### src/rtl/cpu_control_unit.sv
// cpu_control_unit: multi-cycle controller for a 12-bit-operand accumulator CPU.
// Drives a synchronous single-port RAM (one-cycle read latency) and an
// external combinational ALU.
// Every port is registered. The output registers are loaded from the
// next-state values, so each output is valid in the same cycle as the state
// it belongs to.
// Optional feature: define CPU_CTRL_SINGLE_STEP_EN to add the 'step' input
// and a WAIT state that holds the core after every instruction.
module cpu_control_unit #(
  parameter int          ADDR_WIDTH = 28,
  parameter int          DATA_WIDTH = 32,
  parameter int unsigned RESET_PC   = 32'h0000_0100
) (
  input  logic                  clk,
  input  logic                  rst_n,
`ifdef CPU_CTRL_SINGLE_STEP_EN
  input  logic                  step,
`endif
  output logic [ADDR_WIDTH-1:0] mem_addr,
  output logic [DATA_WIDTH-1:0] mem_wdata,
  input  logic [DATA_WIDTH-1:0] mem_rdata,
  output logic                  mem_cs,
  output logic                  mem_we,
  output logic                  mem_oe,
  output logic [31:0]           alu_a,
  output logic [31:0]           alu_b,
  output logic [2:0]            alu_sel,
  input  logic [31:0]           alu_out,
  output logic [ADDR_WIDTH-1:0] pc,
  output logic [31:0]           ac,
  output logic [31:0]           ir,
  output logic                  halted,
  output logic                  instr_done
);

  typedef enum logic [3:0] {
    FETCH        = 4'd0,
    FETCH_WAIT   = 4'd1,
    DECODE       = 4'd2,
    OPERAND      = 4'd3,
    OPERAND_WAIT = 4'd4,
    EXEC         = 4'd5,
    STORE        = 4'd6,
    HALT         = 4'd7
`ifdef CPU_CTRL_SINGLE_STEP_EN
    , WAIT       = 4'd8
`endif
  } state_t;

  localparam logic [3:0] OP_ADD   = 4'b0000;
  localparam logic [3:0] OP_HALT  = 4'b0001;
  localparam logic [3:0] OP_LOAD  = 4'b0010;
  localparam logic [3:0] OP_STORE = 4'b0011;
  localparam logic [3:0] OP_CLEAR = 4'b0100;
  localparam logic [3:0] OP_SKIP  = 4'b0101;
  localparam logic [3:0] OP_JUMP  = 4'b0110;
  localparam logic [3:0] OP_SUB   = 4'b0111;
  localparam logic [3:0] OP_AND   = 4'b1000;
  localparam logic [3:0] OP_OR    = 4'b1001;
  localparam logic [3:0] OP_NOT   = 4'b1010;

  localparam logic [2:0] ALU_AND = 3'b000;
  localparam logic [2:0] ALU_ADD = 3'b001;
  localparam logic [2:0] ALU_SUB = 3'b010;
  localparam logic [2:0] ALU_OR  = 3'b100;

  localparam logic [ADDR_WIDTH-1:0] PC_STEP  = ADDR_WIDTH'(32'd2);
  localparam logic [ADDR_WIDTH-1:0] PC_RESET = ADDR_WIDTH'(RESET_PC);

  // State that follows the last cycle of an instruction.
`ifdef CPU_CTRL_SINGLE_STEP_EN
  localparam state_t AFTER_INSTR = WAIT;
`else
  localparam state_t AFTER_INSTR = FETCH;
`endif

  // Opcodes that go through the ALU, in both register and immediate form.
  function automatic logic is_alu_op(input logic [3:0] op);
    case (op)
      OP_ADD, OP_SUB, OP_AND, OP_OR: return 1'b1;
      default:                       return 1'b0;
    endcase
  endfunction

  function automatic logic [2:0] alu_code(input logic [3:0] op);
    case (op)
      OP_SUB:  return ALU_SUB;
      OP_AND:  return ALU_AND;
      OP_OR:   return ALU_OR;
      default: return ALU_ADD;
    endcase
  endfunction

  // Skip condition selected by IR[11:10]; the accumulator is signed.
  function automatic logic skip_taken(input logic [1:0] cond, input logic [31:0] acc);
    case (cond)
      2'b00:   return acc[31];
      2'b01:   return (acc == 32'd0);
      2'b10:   return (!acc[31]) && (acc != 32'd0);
      default: return 1'b0;
    endcase
  endfunction

  state_t                  state_r, state_nxt_s;
  logic [ADDR_WIDTH-1:0]   pc_r, pc_nxt_s;
  logic [31:0]             ac_r, ac_nxt_s, ir_r, ir_nxt_s, mbr_r, mbr_nxt_s;
  logic [ADDR_WIDTH-1:0]   mem_addr_r, mem_addr_nxt_s;
  logic [DATA_WIDTH-1:0]   mem_wdata_r, mem_wdata_nxt_s;
  logic                    mem_cs_r, mem_cs_nxt_s, mem_we_r, mem_we_nxt_s;
  logic                    mem_oe_r, mem_oe_nxt_s;
  logic [31:0]             alu_a_r, alu_a_nxt_s, alu_b_r, alu_b_nxt_s;
  logic [2:0]              alu_sel_r, alu_sel_nxt_s;
  logic                    halted_r, halted_nxt_s, instr_done_r, instr_done_nxt_s;

  logic                    imm_s;
  logic [3:0]              opcode_s;
  logic [ADDR_WIDTH-1:0]   oper_addr_s;
  logic [31:0]             imm_val_s;

  assign imm_s       = ir_r[31];
  assign opcode_s    = ir_r[30:27];
  assign oper_addr_s = {{(ADDR_WIDTH-12){1'b0}}, ir_r[11:0]};
  assign imm_val_s   = {20'd0, ir_r[11:0]};

  // Next-state sequencing and architectural register updates.
  always_comb begin
    state_nxt_s = state_r;
    pc_nxt_s    = pc_r;
    ac_nxt_s    = ac_r;
    ir_nxt_s    = ir_r;
    mbr_nxt_s   = mbr_r;
    case (state_r)
      FETCH:      state_nxt_s = FETCH_WAIT;
      FETCH_WAIT: begin
        ir_nxt_s    = 32'(mem_rdata);
        state_nxt_s = DECODE;
      end
      DECODE: begin
        pc_nxt_s = pc_r + PC_STEP;
        if (imm_s) begin
          state_nxt_s = EXEC;
        end else begin
          case (opcode_s)
            OP_ADD, OP_LOAD, OP_SUB, OP_AND, OP_OR: state_nxt_s = OPERAND;
            OP_STORE:                               state_nxt_s = STORE;
            OP_HALT:                                state_nxt_s = HALT;
            default:                                state_nxt_s = EXEC;
          endcase
        end
      end
      OPERAND:      state_nxt_s = OPERAND_WAIT;
      OPERAND_WAIT: begin
        mbr_nxt_s   = 32'(mem_rdata);
        state_nxt_s = EXEC;
      end
      EXEC: begin
        state_nxt_s = AFTER_INSTR;
        if (imm_s) begin
          if (is_alu_op(opcode_s)) begin
            ac_nxt_s = alu_out;
          end else begin
            ac_nxt_s = ac_r;
          end
        end else begin
          case (opcode_s)
            OP_ADD, OP_SUB, OP_AND, OP_OR: ac_nxt_s = alu_out;
            OP_LOAD:  ac_nxt_s = mbr_r;
            OP_CLEAR: ac_nxt_s = 32'd0;
            OP_NOT:   ac_nxt_s = ~ac_r;
            OP_JUMP:  pc_nxt_s = oper_addr_s;
            OP_SKIP: begin
              if (skip_taken(ir_r[11:10], ac_r)) begin
                pc_nxt_s = pc_r + PC_STEP;
              end else begin
                pc_nxt_s = pc_r;
              end
            end
            default:  ac_nxt_s = ac_r;
          endcase
        end
      end
      STORE: state_nxt_s = AFTER_INSTR;
      HALT:  state_nxt_s = HALT;
`ifdef CPU_CTRL_SINGLE_STEP_EN
      WAIT: begin
        if (step) begin
          state_nxt_s = FETCH;
        end else begin
          state_nxt_s = WAIT;
        end
      end
`endif
      default: state_nxt_s = FETCH;
    endcase
  end

  // Output values for the state being entered, registered on the same edge.
  always_comb begin
    mem_addr_nxt_s   = {ADDR_WIDTH{1'b0}};
    mem_wdata_nxt_s  = {DATA_WIDTH{1'b0}};
    mem_cs_nxt_s     = 1'b0;
    mem_we_nxt_s     = 1'b0;
    mem_oe_nxt_s     = 1'b0;
    alu_a_nxt_s      = 32'd0;
    alu_b_nxt_s      = 32'd0;
    alu_sel_nxt_s    = ALU_ADD;
    halted_nxt_s     = 1'b0;
    instr_done_nxt_s = 1'b0;
    case (state_nxt_s)
      FETCH, FETCH_WAIT: begin
        mem_addr_nxt_s = pc_nxt_s;
        mem_cs_nxt_s   = 1'b1;
        mem_oe_nxt_s   = 1'b1;
      end
      OPERAND, OPERAND_WAIT: begin
        mem_addr_nxt_s = oper_addr_s;
        mem_cs_nxt_s   = 1'b1;
        mem_oe_nxt_s   = 1'b1;
      end
      STORE: begin
        mem_addr_nxt_s   = oper_addr_s;
        mem_wdata_nxt_s  = DATA_WIDTH'(ac_nxt_s);
        mem_cs_nxt_s     = 1'b1;
        mem_we_nxt_s     = 1'b1;
        instr_done_nxt_s = 1'b1;
      end
      EXEC: begin
        instr_done_nxt_s = 1'b1;
        if (is_alu_op(opcode_s)) begin
          alu_a_nxt_s   = ac_nxt_s;
          alu_b_nxt_s   = imm_s ? imm_val_s : mbr_nxt_s;
          alu_sel_nxt_s = alu_code(opcode_s);
        end else begin
          alu_sel_nxt_s = ALU_ADD;
        end
      end
      HALT:    halted_nxt_s = 1'b1;
      default: mem_cs_nxt_s = 1'b0;
    endcase
  end

  // State, architectural and output registers; reset presents the first fetch.
  always_ff @(posedge clk or negedge rst_n) begin
    if (!rst_n) begin
      state_r      <= FETCH;
      pc_r         <= PC_RESET;
      ac_r         <= 32'd0;
      ir_r         <= 32'd0;
      mbr_r        <= 32'd0;
      mem_addr_r   <= PC_RESET;
      mem_wdata_r  <= {DATA_WIDTH{1'b0}};
      mem_cs_r     <= 1'b1;
      mem_we_r     <= 1'b0;
      mem_oe_r     <= 1'b1;
      alu_a_r      <= 32'd0;
      alu_b_r      <= 32'd0;
      alu_sel_r    <= ALU_ADD;
      halted_r     <= 1'b0;
      instr_done_r <= 1'b0;
    end else begin
      state_r      <= state_nxt_s;
      pc_r         <= pc_nxt_s;
      ac_r         <= ac_nxt_s;
      ir_r         <= ir_nxt_s;
      mbr_r        <= mbr_nxt_s;
      mem_addr_r   <= mem_addr_nxt_s;
      mem_wdata_r  <= mem_wdata_nxt_s;
      mem_cs_r     <= mem_cs_nxt_s;
      mem_we_r     <= mem_we_nxt_s;
      mem_oe_r     <= mem_oe_nxt_s;
      alu_a_r      <= alu_a_nxt_s;
      alu_b_r      <= alu_b_nxt_s;
      alu_sel_r    <= alu_sel_nxt_s;
      halted_r     <= halted_nxt_s;
      instr_done_r <= instr_done_nxt_s;
    end
  end

  assign mem_addr   = mem_addr_r;
  assign mem_wdata  = mem_wdata_r;
  assign mem_cs     = mem_cs_r;
  assign mem_we     = mem_we_r;
  assign mem_oe     = mem_oe_r;
  assign alu_a      = alu_a_r;
  assign alu_b      = alu_b_r;
  assign alu_sel    = alu_sel_r;
  assign pc         = pc_r;
  assign ac         = ac_r;
  assign ir         = ir_r;
  assign halted     = halted_r;
  assign instr_done = instr_done_r;

endmodule

### config.mk
export PLATFORM = sky130hd
export DESIGN_NAME = cpu_control_unit
export DESIGN_NICKNAME = d
export VERILOG_FILES = /design/src/rtl/cpu_control_unit.sv
export SDC_FILE = /design/constraint.sdc
export NUM_CORES = 1
export LEC_CHECK = 0
export ABC_AREA = 1
export BUFFER_PORTS_ARGS = -buffer_cell sky130_fd_sc_hd__buf_2
export CAP_MARGIN = 10
export CORE_AREA = 2 2 162 164
export DETAILED_ROUTE_END_ITERATION = 10
export DIE_AREA = 0 0 164 166
export GPL_TIMING_DRIVEN = 0
export PLACE_DENSITY_LB_ADDON = 0.15
export RECOVER_POWER = 100
export SYNTH_ARGS = -nofsm -noshare
export SYNTH_HDL_FRONTEND = slang
export SYNTH_SLANG_ARGS = --single-unit
### constraint.sdc
create_clock -name clk -period 1.9 [get_ports clk]
set_input_delay 0.095 -clock clk [delete_from_list [all_inputs] [get_ports clk]]
set_output_delay 0.095 -clock clk [all_outputs]
set_load 0.02 [all_outputs]
Yosys cells after proc, flatten, opt, wreduce, memory -nomap -nowiden
Cells that the tools add are included.
{ "op_classes": {"addsub": 1, "eq_ne": 24, "mux": 35, "n_bitwise": 1, "reduce_logical": 15} }
{ "ops": {"columns": ["op", "n"], "rows": [
  ["$mux W32", 10],
  ["$pmux W28 S2", 3],
  ["$pmux W32 S4", 1],
  ["$mux W28", 2],
  ["$eq A4 B3 Y1 const B", 11],
  ["$logic_not A32 Y1", 1],
  ["$not A32 Y32", 1],
  ["$reduce_bool A32 Y1", 1],
  ["$add A28 B2 Y28 const B", 1],
  ["$eq A4 B2 Y1 const B", 5],
  ["$pmux W3 S3", 2],
  ["$pmux W3 S6", 1],
  ["$eq A4 B1 Y1 const B", 3],
  ["$eq A4 B4 Y1 const B", 3],
  ["$logic_not A4 Y1", 3],
  ["$mux W1", 12],
  ["$reduce_or A5 Y1", 2],
  ["$mux W3", 3],
  ["$reduce_or A4 Y1", 2],
  ["$reduce_or A2 Y1", 2],
  ["$pmux W1 S3", 1],
  ["$reduce_or A3 Y1", 1],
  ["$eq A2 B1 Y1 const B", 1],
  ["$eq A2 B2 Y1 const B", 1],
  ["other kinds (3)", 3]
]} }
{ "totals": {"reg_bits": 260, "in_bits": 66, "output_inout_bits": 224} }

Depth between registers and ports, before layout
Gate-level depths: netlist of run 1.
{ "depth": {"depth_word": 11, "mapped_depth": 17, "mapped_depth_nobuf": 16} }

Worst setup path after synthesis of run 1
Ideal clock, no wire load.
{ "synth_timing": {"kind": "reg2reg", "from": "reg pc_r[1] (netlist: pc[1])", "to": "reg mem_addr_r[11] (netlist: mem_addr[11])", "arrival_time_ns": 1.958, "t_required_ns": 1.783, "setup_slack_ns": -0.174, "stages_incl_launch_ff": 14, "path_buffers": 0, "path_cell_list": "dfrtp_1 ha_1 nand3_1 inv_1 nand2_1 nor3_1 xor2_1 nand3_1 nand3_1 nand2_1 nand2_1 nand2_1 nand2_1 nand2_1"} }
{ "synth_via": {"elab_chain_len": 6} }
{ "synth_rtl": {"columns": ["element", "line", "source"], "rows": [
  ["start: declaration", "105", "logic [ADDR_WIDTH-1:0] pc_r, pc_nxt_s;"],
  ["start signal: assignment", "262", "pc_r <= pc_nxt_s;"],
  ["$add A28 B2 Y28 *", "139, 173", null],
  ["$mux W28", "172", "if (skip_taken(ir_r[11:10], ac_r)) begin"],
  ["$pmux W28 S2", "165", "case (opcode_s)"],
  ["$mux W28", "158", "if (imm_s) begin"],
  ["$pmux W28 S2 *", "132", "case (state_r)"],
  ["named net pc_nxt_s[11]", "105", null],
  ["$pmux W28 S2 *", "209", "case (state_nxt_s)"],
  ["named net mem_addr_nxt_s[11]", "107", "logic [ADDR_WIDTH-1:0] mem_addr_r, mem_addr_nxt_s;"],
  ["end signal: assignment", "266", "mem_addr_r <= mem_addr_nxt_s;"],
  ["end: declaration", "107", null]
]} }
The timed path passes the listed nets; every way through them passes the cells marked *.
A chain may end at the register's enable or synchronous reset.

Worst setup path after layout of run 1
{ "layout_timing": {"from": "reg ac_r[5] (netlist: ac[5])", "to": "reg mem_addr_r[13] (netlist: mem_addr[13])"} }
{ "layout_via": {"elab_chain_len": 11, "word_cells_on_any_way": 12, "classes_between": "mux: 9; reduce/logical: 3"} }
{ "layout_rtl": {"columns": ["element", "line", "source"], "rows": [
  ["start: declaration", "106", "logic [31:0] ac_r, ac_nxt_s, ir_r, ir_nxt_s, mbr_r, mbr_nxt_s;"],
  ["start signal: assignment", "263", "ac_r <= ac_nxt_s;"],
  ["$reduce_bool A32 Y1", "99", "2'b10: return (!acc[31]) && (acc != 32'd0);"],
  ["$logic_and A1 B1 Y1", "99", null],
  ["$pmux W1 S3 *", "96", "case (cond)"],
  ["$mux W1 *", "165", null],
  ["$mux W1 *", "158", null],
  ["$mux W1 *", "132", null],
  ["$mux W28 *", "172", null],
  ["$pmux W28 S2 *", "165", null],
  ["$mux W28 *", "158", null],
  ["$pmux W28 S2 *", "132", null],
  ["$pmux W28 S2 *", "209", null],
  ["named net mem_addr_nxt_s[13]", "107", null]
]} }
The timed path passes the listed nets; every way through them passes the cells marked *. The select of a mux whose other input is x is not followed.

==> flow_results.org, run 1 <==
** Run status
- Run status :: finished, violations left
- The checks that failed: design-rule violations, negative hold slack, negative setup slack.

** Route
- Vias per inst :: 5.57
- Count of vias placed by the detailed router :: 12745
- The count of nets left with antenna violations once routing finished came out at 0.
- Count of routing violations after the opening detailed-route iteration :: 1285
- In the routed design, unresolved DRC markers number 2.
- In the final routed layout, each cell accounts on average for 20.8 µm.
- Iteration count of the initial detailed-routing pass :: 9
- After detailed routing, the total wire length is 47.6 mm.

** Floorplanning
- The initialized floorplan defines 59 standard-cell rows.
- In this run the standard cell core region covers 0.0256 mm².
- Starting utilization of the core area :: 0.481
- The die covers 0.0272 mm².
- Die width :: 164 µm
- I/O pin total :: 290
- Die extent in y :: 166 µm

** STA
- Clock Skews :: 16.8 ps
- Final worst path period need :: 2210 ps
- Setup repair after global routing could not meet its margin everywhere.
- Post-route setup TNS :: -25390 ps
- Max Fclk :: 452 MHz
- Dividing the final minimum period by the clock period gives 1.16.
- Worst slack on hold paths :: -21.1 ps
- The worst pin sits at a relative slew slack of 0.413.
- Setup violations remaining at the end of the flow were counted as 162.
- After layout, the worst setup slack is -311 ps.
- At the pin with the least slew margin, the transition time is 880 ps.
- The final hold violation count is 2.
- Final max-slew violation count :: 0

** Clocking
- Clock slew at the register clock pins of the worst setup and hold paths :: 70 ps
- Clock tree synthesis found a total of 259 sinks.
- In this run the number of H-tree levels came out at 1.
- No sink is reached through more buffers than the 3 on the longest clock path.
- Number of CTS-inserted buffers :: 28
- Clock tree from TritonCTS :: done
- The clock reaches the later pin of the worst-skew pair after 550 ps.
- The cell sitting at the root of the clock tree is a clkbuf_16.

** Pwr
- Clock share of power :: 0.169
- Of the total power, combinational logic draws 0.577.
- For this design the static power due to leakage is 8.73 nW.
- Of the total power, the share spent switching nets is 0.473.
- The share of total power dissipated in sequential elements is 0.254.
- Dividing total power by cell area gives a power density of 1890 mW/mm².
- Switching power total :: 16.4 mW
- Across the VDD grid, the largest voltage drop is 1.00 mV.
- The internal power of the cells totals 18.2 mW.

** Synthesis
- Counting every net in the synthesized netlist gives 1545.
- Distinct cells, synth :: 44
- Yosys printed 0 warnings.
- The synthesized design contains 259 register bits.
- Number of instances in the synthesized netlist :: 1478
- A synthesized cell averages 8.34 µm².
- Sequential share of the synthesized area :: 0.526
- Area of the mapped netlist :: 0.0123 mm²

** Worst setup path
- Required time of the critical path :: 2370 ps
- CP arrival :: 2680 ps
- The worst register-to-register path has a depth of 14.
- Worst Path Class, Setup :: flip-flop to flip-flop
- STA classifies the critical path endpoint as a flip-flop.
- Capturing point of the worst reg2reg path :: mem_addr[13]
- The worst register-to-register path begins at ac[5].
- First element of the critical path :: ac[5]
- Setup slack on the worst reg-to-reg path comes out at -310 ps.
- The worst setup path is launched from a flip-flop.
- In this run the worst path has a maximum fanout of 7.

** Placement
- Global placement routability congestion :: 0.919
- The count of buffers added on input and output ports is 289.
- The HPWL after detailed placement is 30.9 mm.
- Placed standard-cell area :: 0.0143 mm²
- Setup WS pre-CTS :: -674 ps

** Global route
- Antenna violations before repair :: 6
- Global routing finished with a remaining overflow of 0.
- Wire length of the first global-routing pass :: 66.9 mm
- The via count of the first global-routing pass is 12130.
- Combined global-route utilization of all metal layers :: 0.318
- Entering global routing, the biggest net connects 102 pins.

** Final layout
- After routing the design area is 0.0183 mm².
- The area growth from synthesis to layout is 48.2%.
- Leading cell types in the layout, fill and taps excluded :: nand2_1, dfrtp_1, clkbuf_1, inv_1, buf_2
- Net count reported at finish :: 1996
- The library cell used most frequently in the layout, excluding fill and tap cells, is nand2_1.
- Ratio of cells with drive above 1 in the final layout :: 0.353

** Flow run
- Max Cap Viol :: 0

** Hold path
- In this run the most critical hold path is launched from alu_out[9].
- The path with the worst hold slack has its endpoint at ac[9].
- The worst hold path was traced through 5 stages.
- Classification of the worst-slack hold path :: input port to flip-flop
-- synthesized netlist by cell type, drive strengths merged --
cell type,instances,area share
or2,1,0.00051
nand4,8,0.0041
clkbuf,35,0.011
clkinv,4,0.0012
nor2,160,0.057
o211ai,58,0.036
dfrtp,254,0.52
o31ai,1,0.00061
a221oi,1,0.00071
a21oi,79,0.034
buf,33,0.016
and2,16,0.0081
mux2,15,0.014
o22ai,17,0.0086
nand3,81,0.034
inv,203,0.062
xnor2,3,0.0021
o21a,20,0.012
nand2,351,0.11
o21ai,93,0.038
nor3,14,0.0070
ha,1,0.0010
nand3b,3,0.0018
o21bai,1,0.00061
a31oi,2,0.0022
xor2,11,0.0078
dfstp,5,0.011
o221ai,8,0.0057
-- routing by layer --
| metal | GRT usage | share of wire | vias to the layer above |
|---|---|---|---|
| met2 | 0.531 | 0.48 | 723 |
| met5 | 0 | 0.00013 | - |
| li1 | - | - | 5688 |
| met1 | 0.390 | 0.36 | 6133 |
| met4 | 0.158 | 0.062 | 2 |
| met3 | 0.0667 | 0.090 | 199 |
-- sequential cells by signal, indices dropped and copies added, names as in the netlist --
register,count
ac,32
alu_a,32
alu_b,32
ir,32
mbr_r,32
mem_wdata,32
mem_addr,28
pc,28
alu_sel,3
state_r,3
halted,1
instr_done,1
mem_cs,1
mem_oe,1
mem_we,1
-- stage by stage --
stage	total power, mW	hold WS, ps	cells	util
final	34.6	-21.1	2289	0.713
after global routing	36.2	5.90	2289	0.713
after CTS	30.5	2.10	2245	0.656
after detailed placement	22.1	68.1	2104	0.558
after global placement	21.8	347	2102	0.556
after floorplan	17.3	-201	1478	-
-- how the worst max path moves through the flow --
stage	end	depth (start not counted)	slack, ps
floorplan	mem_addr[27]	13	3
global placement	ir[27]	1	-4320
detailed placement	mem_addr[27]	8	-670
CTS	alu_b[5]	12	-140
global route	mem_addr[13]	14	-380
finish	mem_addr[13]	14	-310
-- logic make-up after synthesis --
| kind of cell | after synthesis | synth area share |
|---|---|---|
| simple gates | 634 | 0.221 |
| compound gates | 280 | 0.139 |
| buf+inv | 275 | 0.0894 |
| flops | 259 | 0.526 |
| mux | 15 | 0.0137 |
| xor+xnor | 14 | 0.00994 |
| fa+ha+maj | 1 | 0.00101 |
-- power by group through the flow --
stage	clock [mW]	sequential, mW	combinational [mW]
6_report	5.85	8.77	20.0
5_1_grt	6.13	8.91	21.2
3_3_place_gp	0	8.82	13.0
2_1_floorplan	0	9.86	7.46
4_1_cts	5.90	8.65	15.9
3_5_place_dp	0	8.84	13.2
-- worst max-delay path: stages, from the launching register on --
cell	delay [ps]
dfrtp_1	430
nor2_2	130
nand2_1	90
nor2_2	150
nand2_2	120
nor2_4	140
nor2_2	50
nor2_4	190
nand2_8	130
buf_6	160
nand2_1	50
nand2_1	50
o21bai_1	150
nand2_1	130
a21oi_2	160
-- repair_timing --
| item | 4_1_cts | 5_1_grt |
|---|---|---|
| setup buffers | 48 | 24 |
| cloned | 5 | 16 |
| pin swaps | 55 | 111 |
| endpoints found under the hold margin | 173 | 1 |
| hold buffers | 38 | 1 |
| resized for setup | 227 | 360 |
| endpoints found under the setup margin | 197 | 204 |
-- area by class of cell --
| class | instances | area, µm² |
|---|---|---|
| sequential | 259 | 6510 |
| antenna | 4 | 10.0 |
| tap | 335 | 419 |
| multi-input combinational | 945 | 6070 |
| clock inverter | 9 | 149 |
| timing repair buffer | 420 | 2790 |
| fill | 1968 | 7340 |
| clock buffer | 42 | 845 |
| inverter | 207 | 825 |
| buffer | 67 | 646 |
| timing repair inverter | 1 | 16.3 |
(Power assumes the default switching activity.)
==> run 2: changes to the inputs <==
--- a/config.mk
+++ b/config.mk
@@ -8,12 +8,14 @@
 export ABC_AREA = 1
 export BUFFER_PORTS_ARGS = -buffer_cell sky130_fd_sc_hd__buf_2
 export CAP_MARGIN = 10
-export CORE_AREA = 2 2 162 164
+export CORE_AREA = 2 2 123 215
 export DETAILED_ROUTE_END_ITERATION = 10
-export DIE_AREA = 0 0 164 166
+export DIE_AREA = 0 0 125 217
 export GPL_TIMING_DRIVEN = 0
+export MAX_ROUTING_LAYER = met4
 export PLACE_DENSITY_LB_ADDON = 0.15
 export RECOVER_POWER = 100
+export SETUP_SLACK_MARGIN = 0.02
 export SYNTH_ARGS = -nofsm -noshare
 export SYNTH_HDL_FRONTEND = slang
 export SYNTH_SLANG_ARGS = --single-unit
==> run 2 against run 1 <==
Compared with the run above:
- the flow finishes with violations (max-capacitance violations, max-slew violations, negative setup slack)
- maximum frequency shrank 1.8%
- die area shrank 0.36%
- clock-buffer cell count decreased by 12
- clock power is 8.5% lower
- global-route usage grew 4.1 points
- sequential cell count unchanged
- register-to-register slack worse by 40 ps
- critical path depth increased by 1
- clock skew is 4.4 ps higher
- first-iteration DRC count is 7.0% lower
- sequential share of layout area decreased by 0.58 points
- critical endpoint is now alu_b[5]
- largest power group unchanged
- highest routed layer is now met4
==> flow_results.org, run 2 (same netlist as run 1, synthesis figures left out) <==
** Worst setup path
- Category of the worst setup path capture point :: flip-flop
- The critical path goes through inv_4, nor2_4, inv_2, nor2_4, buf_6, nor2_4, o21ai_2, a31oi_4, inv_4, nor2_4, buf_6, nand2_8, buf_12, buf_12, a21oi_4.
- STA classifies the critical path startpoint as a flip-flop.
- Critical-path cell with the highest stage delay :: dfrtp_2
- Number of buffers and inverters on the critical path :: 7 (+6)
- Crit path top cell by count :: nor2_4
- Largest fanout on the critical path :: 5 (-2)
- The data arrival time of the critical path is 2740 ps (+60 ps).
- The setup path with the least slack is of type flip-flop to flip-flop.
- Required time of the critical path :: 2390 ps (+20 ps)
- CP delay by family, top :: buffers and inverters
- The peak per-stage delay on the critical path came to 460 ps (+30 ps).

** Placement
- Half-perimeter wire length of the detailed placement result :: 33.3 mm (+7.7%)
- The count of buffers inserted at the top-level ports is 289 (unchanged).
- Placed standard-cell area :: 0.0143 mm² (about the same)
- The post-placement worst setup slack was -813 ps (-139 ps).
- The routability congestion estimate is 1.05 (+14%).

** STA
- The setup-violating endpoint count in the final report is 183 (+13%).
- The worst clock skew on the final layout was 21.2 ps (+4.38 ps).
- Max-Slew Margin vs Limit :: -0.0607 (-0.474)
- The share of the clock period used by the worst path came to 1.19 (+0.0219).
- Final hold violation count :: 0 (-2)
- The final-layout worst hold slack came to 17.5 ps (+38.6 ps).
- The achievable clock frequency came to 444 MHz (-1.8%).
- The minimum clock period came to 2250 ps (+41.5 ps).
- Unrepaired setup endpoints after global routing :: true
- The setup slack after layout was -352 ps (-41.5 ps).
- Post-route setup TNS :: -43530 ps (-18140 ps)
- The number of slew-limit violations in the final report came to 57 (+57).
- The actual slew at the worst max-slew pin is 1590 ps (+711 ps).

** Final layout
- Net count reported at finish :: 2008 (+0.60%)
- Design area :: 0.0186 mm² (+1.6%)
- Leading cell types in the layout, fill and taps excluded :: nand2_1, dfrtp_1, clkbuf_1, inv_1, buf_2
- Compared with the post-synthesis result, the final layout area differs by 50.5%.
- Leaving out fill and tap cells, the most frequent cell in the layout is nand2_1.
- Ratio of cells with drive above 1 in the final layout :: 0.356 (+0.00279)
- The post-layout utilization of the core was 0.726 (+0.0126).
- The count of fill cells added during filler insertion came to 1952 (-0.81%).

** Route
- The average detailed-routed wire length per instance was 22.5 µm (+8.0%).
- The post-detailed-route DRC marker count is 0 (-2).
- Post-Route WL :: 51.3 mm (+7.7%)
- The number of iterations in the first detailed-routing pass is 8 (-1).
- The antenna violation net count after detailed routing was 0 (unchanged).
- The routed via count is 13055 (+2.4%).
- The detailed-route vias per instance came to 5.72 (+2.7%).
- Count of routing violations after the opening detailed-route iteration :: 1195 (-7.0%)

** Pwr
- Clock share of power :: 0.152 (-0.017)
- The reported net switching power is 17.2 mW (+4.9%).
- The highest ir drop seen on vdd is 1.23 mV (+23%).
- The net switching fraction of the power came to 0.489 (+0.0159).
- The power per unit of standard cell area was 1890 mW/mm² (about the same).
- The proportion of power drawn by flip-flops and latches came to 0.255 (about the same).
- Internal power summed over all cells :: 17.9 mW (-1.6%)
- The static leakage came to 8.72 nW (-0.13%).
- Logic gate share of total power :: 0.593 (+0.016)

** Floorplanning
- The floorplan core area came to 0.0256 mm² (-0.18%).
- Starting utilization of the core area :: 0.482 (+0.000872)
- The number of cell rows is 78 (+32%).
- Die extent in y :: 217 µm (+31%)
- The area of the die is 0.0271 mm² (-0.36%).
- The die width is 125 µm (-24%).
- The number of I/O pins is 290 (unchanged).

** Global route
- The largest net degree at the start of global routing was 116 (+14%).
- Antenna violations before repair :: 2 (-4)
- Number of global-route vias before repair :: 12945 (+6.7%)
- Combined global-route utilization of all metal layers :: 0.359 (+0.0408)
- GRT overflow :: 0 (unchanged)
- Wire length of the first global-routing pass :: 72.3 mm (+8.1%)

** Clocking
- The CTS clock-pin slew for the worst setup and hold paths was 70 ps (about the same).
- Worst-skew pair later-pin latency :: 560 ps (about the same)
- The CTS buffer count is 25 (-11%).
- Max H-tree Level :: 1 (unchanged)
- Cell at the root of the clock tree :: clkbuf_16
- Clock tree from TritonCTS :: done
- The clock sink count came to 259 (unchanged).
- Clock Path Buffers :: 3 (unchanged)

** Hold path
- The tightest min-delay check is of the input port to flip-flop type.

** Run status
- Run status :: finished, violations left
- The final reports fail on max-capacitance violations, max-slew violations, negative setup slack.

** Flow run
- The max capacitance violation total was 1 (+1).
run 2: worst paths after layout:
path                        startpoint  endpoint  slack [ps]  depth (start not counted)
max                             ir[28]  alu_b[5]        -350                         15
min                        alu_out[11]    ac[11]          20                          5
max reg2reg                     ir[28]  alu_b[5]        -350                         15
min reg2reg                     ir[16]    ir[16]         490                          2
max in group asynchronous        rst_n    ir[30]         160                          3
min in group asynchronous        rst_n     pc[9]         460                          2
run 2: routing by layer:
layer / up-vias / track usage / share of wire
met2: 777 / 0.611 / 0.51
met3: 285 / 0.0536 / 0.065
met5: - / - / 0
met4: 0 / 0.298 / 0.10
met1: 6300 / 0.361 / 0.32
li1: 5693 / - / -
run 2: timing repair:
action	4_1_cts	5_1_grt
pin swaps	75	107
gates resized for setup	332	326
setup buffers	57	29
gates cloned	13	10
hold endpoints to repair	254	1
hold buffers	40	1
endpoints found under the setup margin	198	235
run 2: area by class of cell:
cell class | count | area [µm²] | share of cell area
Inverter | 207 | 825 | 0.0444
Antenna cell | 2 | 5.00 | 0.000270
Timing Repair inverter | 1 | 8.76 | 0.000472
Sequential cell | 259 | 6510 | 0.351
Multi-Input combinational cell | 944 | 6300 | 0.339
Tap cell | 320 | 400 | 0.0216
Clock inverter | 16 | 191 | 0.0103
Timing Repair Buffer | 435 | 2980 | 0.161
Clock buffer | 30 | 674 | 0.0363
Buffer | 68 | 668 | 0.0360
run 2: worst reg2reg max path, stage by stage (launching register included):
cell	delay (ps)
dfrtp_2	460
inv_4	110
nor2_4	40
inv_2	70
nor2_4	50
buf_6	110
nor2_4	160
o21ai_2	100
a31oi_4	230
inv_4	70
nor2_4	150
buf_6	130
nand2_8	70
buf_12	150
buf_12	150
a21oi_4	120
run 2: power groups by stage:
stage | combinational, mW | sequential, mW | clock, mW
detailed placement | 13.4 | 8.90 | 0
global placement | 13.2 | 8.88 | 0
CTS | 17.3 | 8.83 | 5.36
finish | 20.8 | 8.94 | 5.35
global route | 21.9 | 9.05 | 5.59
floorplan | 7.48 | 9.86 | 0
run 2: per-stage QoR:
stage | power, mW | instances
after floorplan | 17.3 | 1478
after global placement | 22.1 | 2087
after detailed placement | 22.3 | 2089
after CTS | 31.5 | 2244
after global routing | 36.6 | 2282
final | 35.1 | 2282
==> run 3: changes to the inputs <==
--- a/config.mk
+++ b/config.mk
@@ -5,12 +5,12 @@
 export SDC_FILE = /design/constraint.sdc
 export NUM_CORES = 1
 export LEC_CHECK = 0
-export ABC_AREA = 1
+export ABC_CLOCK_PERIOD_IN_PS = 1900
 export BUFFER_PORTS_ARGS = -buffer_cell sky130_fd_sc_hd__buf_2
 export CAP_MARGIN = 10
-export CORE_AREA = 2 2 123 215
+export CORE_AREA = 2 2 118 206
 export DETAILED_ROUTE_END_ITERATION = 10
-export DIE_AREA = 0 0 125 217
+export DIE_AREA = 0 0 120 208
 export GPL_TIMING_DRIVEN = 0
 export MAX_ROUTING_LAYER = met4
 export PLACE_DENSITY_LB_ADDON = 0.15
==> run 3 against run 2 <==
Compared with the run above:
- final area fell by 10%
- setup slack got worse by 470 ps
- sequential share of layout area rose by 4.0 points
- critical endpoint is now mem_addr[23]
- register-to-register slack got worse by 470 ps
- the run ends with negative setup slack left
- final cell count fell by 20%
- clock skew fell by 11 ps
- sequential cell count did not move
- combinational power fell by 27%
- critical path type unchanged
- largest power group unchanged
- via count fell by 21%
==> flow_results.org, run 3 <==
** Clocking
- TritonCTS built the clock tree.
- The clock sink count is 259 (unchanged).
- Clock slew at the register clock pins of the worst setup and hold paths :: 60 ps (about the same)
- Max H-tree Level :: 1 (unchanged)
- The maximum buffer depth of the clock tree is 3 (unchanged).
- Number of CTS-inserted buffers :: 24 (-4.0%)
- Worst-skew pair later-pin latency :: 530 ps (-30 ps)
- Cell at the root of the clock tree :: clkbuf_16

** Synthesis
- The number of enable flip-flop cells after synthesis came to 0 (unchanged).
- The fraction of synthesis flops using an asynchronous set or reset pin came to 1.00 (unchanged).
- Most instantiated library cell after synthesis :: dfrtp_1
- Multiplexer share of the synthesized area :: 0.0671 (+0.0534)
- The share of the synthesized area in compound gates (AO/OA/AOI/OAI) is 0.142 (+0.00313).
- The sequential area share after synthesis came to 0.588 (+0.0616).
- The area share of and/or/nand/nor cells after synthesis is 0.155 (-0.0657).
- Number of instances in the synthesized netlist :: 1040 (-30%)
- Distinct cells, synth :: 67 (+52%)
- The count of state elements after synthesis was 259 (unchanged).
- The area share of the leading cell type in the synthesized netlist is 0.576 (+0.0603).
- Adder-cell area share of the yosys netlist :: 0.00113 (+0.000119)
- Area of the mapped netlist :: 0.0110 mm² (-10%)
- Counting instances in the post-synthesis netlist gives the leading cell types as dfrtp_1, nor2_1, nand2_1, mux2_2, clkbuf_1.
- Average size of a mapped cell :: 10.6 µm² (+27%)
- Sorting the synthesized cells by area gives the leading types as dfrtp_1, mux2_2, nor2_1.
- The post-synth net total was 1107 (-28%).
- Leading register cell type out of synthesis :: dfrtp_1
- Total of warnings raised by yosys :: 0 (unchanged)
- The biggest area contributor in the post-synthesis netlist is dfrtp_1.
- After synthesis, the largest family of logic cells by area is simple AND/OR/NAND/NOR gates.
- Area share of xor/xnor cells in the synthesized design :: 0.00635 (-0.00360)

** Hold path
- The depth of the worst hold-timing path is 5 (unchanged).
- Launch point of the worst hold path :: alu_out[19]
- The tightest min-delay check is of the input port to flip-flop type.

** Final layout
- Most frequent standard cell in the layout excluding fill and tap cells :: dfrtp_1
- Storage cell area :: 0.00652 mm² (+0.13%)
- Antenna diode count :: 0 (-2)
- The post-layout utilization of the core was 0.718 (-0.00820).
- The count of fill cells added during filler insertion came to 1779 (-8.9%).
- Relative to the synthesized area, the layout overhead comes to 51.1%.
- Design area :: 0.0167 mm² (-10%)
- Area of the multi-input gates :: 0.00536 mm² (-15%)
- Ratio of cells with drive above 1 in the final layout :: 0.403 (+0.0473)
- The final-stage net count was 1564 (-22%).
- The number of standard cells in the final layout excluding fillers came to 1818 (-20%).
- Leading cell types in the layout, fill and taps excluded :: dfrtp_1, clkbuf_1, buf_2, nand2_1

** STA
- The setup-violating endpoint count in the final report was 311 (+70%).
- The achievable clock frequency is 367 MHz (-17%).
- Final period util :: 1.44 (+0.250)
- Post-route setup TNS :: -96400 ps (-52870 ps)
- Final hold violation count :: 0 (unchanged)
- Max-Slew Margin vs Limit :: 0.277 (+0.338)
- The actual slew at the worst max-slew pin was 1080 ps (-506 ps).
- Worst slack on hold paths :: 19.9 ps (+2.36 ps)
- The minimum clock period was 2730 ps (+474 ps).
- Final max-slew violation count :: 0 (-100%)
- Setup repair after global routing could not meet its margin everywhere.
- The setup slack after layout was -827 ps (-474 ps).
- Clock Skews :: 10.3 ps (-10.9 ps)

** Run status
- The run finished, with violations left.
- The checks that failed: negative setup slack.

** Placement
- Global placement routability congestion :: 0.984 (-6.3%)
- Placed standard-cell area :: 0.0136 mm² (-4.8%)
- The detailed-placement wirelength estimate was 26.1 mm (-21%).
- The count of buffers inserted at the top-level ports came to 289 (unchanged).
- The post-placement worst setup slack is -1580 ps (-766 ps).
- Number of instances in the placed design :: 1635 (-22%)

** Floorplanning
- Starting utilization of the core area :: 0.475 (-0.00727)
- The height of the die is 208 µm (-4.1%).
- The number of I/O pins came to 290 (unchanged).
- Area of the die :: 0.0250 mm² (-8.0%)
- The die width came to 120 µm (-4.0%).
- The floorplan core area came to 0.0232 mm² (-9.1%).
- The number of cell rows came to 74 (-5.1%).

** Global route
- Number of global-route vias before repair :: 10394 (-20%)
- Antenna violations before repair :: 0 (-2)
- GRT overflow :: 0 (unchanged)
- The global-route usage over all layers was 0.309 (-0.0502).
- Wire length of the first global-routing pass :: 57.6 mm (-20%)
- The largest net degree at the start of global routing was 94 (-19%).

** Worst setup path
- The number of cells traversed by the worst register-to-register path is 7 (-8).
- Largest fanout on the critical path :: 10 (+5)
- STA classifies the critical path endpoint as a flip-flop.
- The critical path is of the flip-flop to flip-flop type.
- The critical path starts at state_r[1].
- The data arrival time of the critical path is 3180 ps (+440 ps).
- Required time of the critical path :: 2360 ps (-30 ps)
- Start of the worst register-to-register path :: state_r[1]
- Critical path startpoint category :: flip-flop

** Route
- The number of iterations in the first detailed-routing pass was 5 (-3).
- The number of DRC markers in iteration 0 was 758 (-37%).
- The antenna violation net count after detailed routing is 0 (unchanged).
- The detailed-route vias per instance was 5.67 (-0.86%).
- The average detailed-routed wire length per instance is 21.8 µm (-2.8%).
- The routed via count was 10311 (-21%).
- Post-Route WL :: 39.7 mm (-23%)
- DR DRC count :: 0 (unchanged)

** Pwr
- Pwr Density :: 1730 mW/mm² (-8.3%)
- The static leakage was 7.62 nW (-13%).
- Largest vdd supply drop :: 1.31 mV (+6.1%)
- Total power draw :: 28.9 mW (-18%)

** Flow run
- The max capacitance violation total came to 0 (-1).
==> run 3: path summary, 6_finish.rpt <==
kind | endpoint | slack, ps
worst max register to register | mem_addr[23] | -830
max in group asynchronous | ir[28] | -190
worst min register to register | ir[25] | 510
min in group asynchronous | alu_b[6] | 320
worst min-delay path | ac[19] | 20
worst max-delay path | mem_addr[23] | -830
==> run 3: critical path: stages, from the launching register on <==
cell	delay, ps
dfrtp_2	430
nand3b_4	190
or4_4	540
buf_6	170
or4_4	520
and2_4	180
or4b_4	490
a21oi_2	130
==> run 3: final cells by class <==
cell class / count / share of cell area
sequential: 259 / 0.391
multi-input combinational: 669 / 0.322
tap: 304 / 0.0228
clock buffer: 34 / 0.0413
timing repair buffer: 436 / 0.163
inverter: 44 / 0.00990
buffer: 63 / 0.0431
clock inverter: 9 / 0.00758
==> run 3: cell families (layout without fill, tap and decap cells) <==
group / Yosys count / after routing
fa+ha+maj: 1 / 1
flops: 259 / 259
buf+inv: 114 / 586
xor+xnor: 8 / 8
simple gates: 360 / 361
compound gates: 232 / 233
mux: 66 / 66
==> run 3: repair_timing <==
| item | CTS | global route |
|---|---|---|
| endpoints found under the hold margin | 218 | 0 |
| setup endpoints to repair | 247 | 225 |
| hold buffers | 64 | 0 |
| resized for setup | 141 | 139 |
| gates cloned | 4 | 11 |
| buffers inserted | 37 | 31 |
| pin swaps | 41 | 47 |
==> run 3: power breakdown <==
part           internal (mW)  switching (mW)  leakage [nW]
Clock                   2.94            2.12         0.399
Sequential              7.03            1.61          3.37
Combinational           6.48            8.76          3.85
==> run 3: layer usage <==
| layer | GRT usage | vias up | wire length, µm |
|---|---|---|---|
| li1 | - | 4584 | - |
| met1 | 0.321 | 5127 | 13700 |
| met2 | 0.540 | 445 | 21200 |
| met3 | 0.0458 | 155 | 2000 |
| met4 | 0.191 | 0 | 2800 |
| met5 | - | - | 0 |
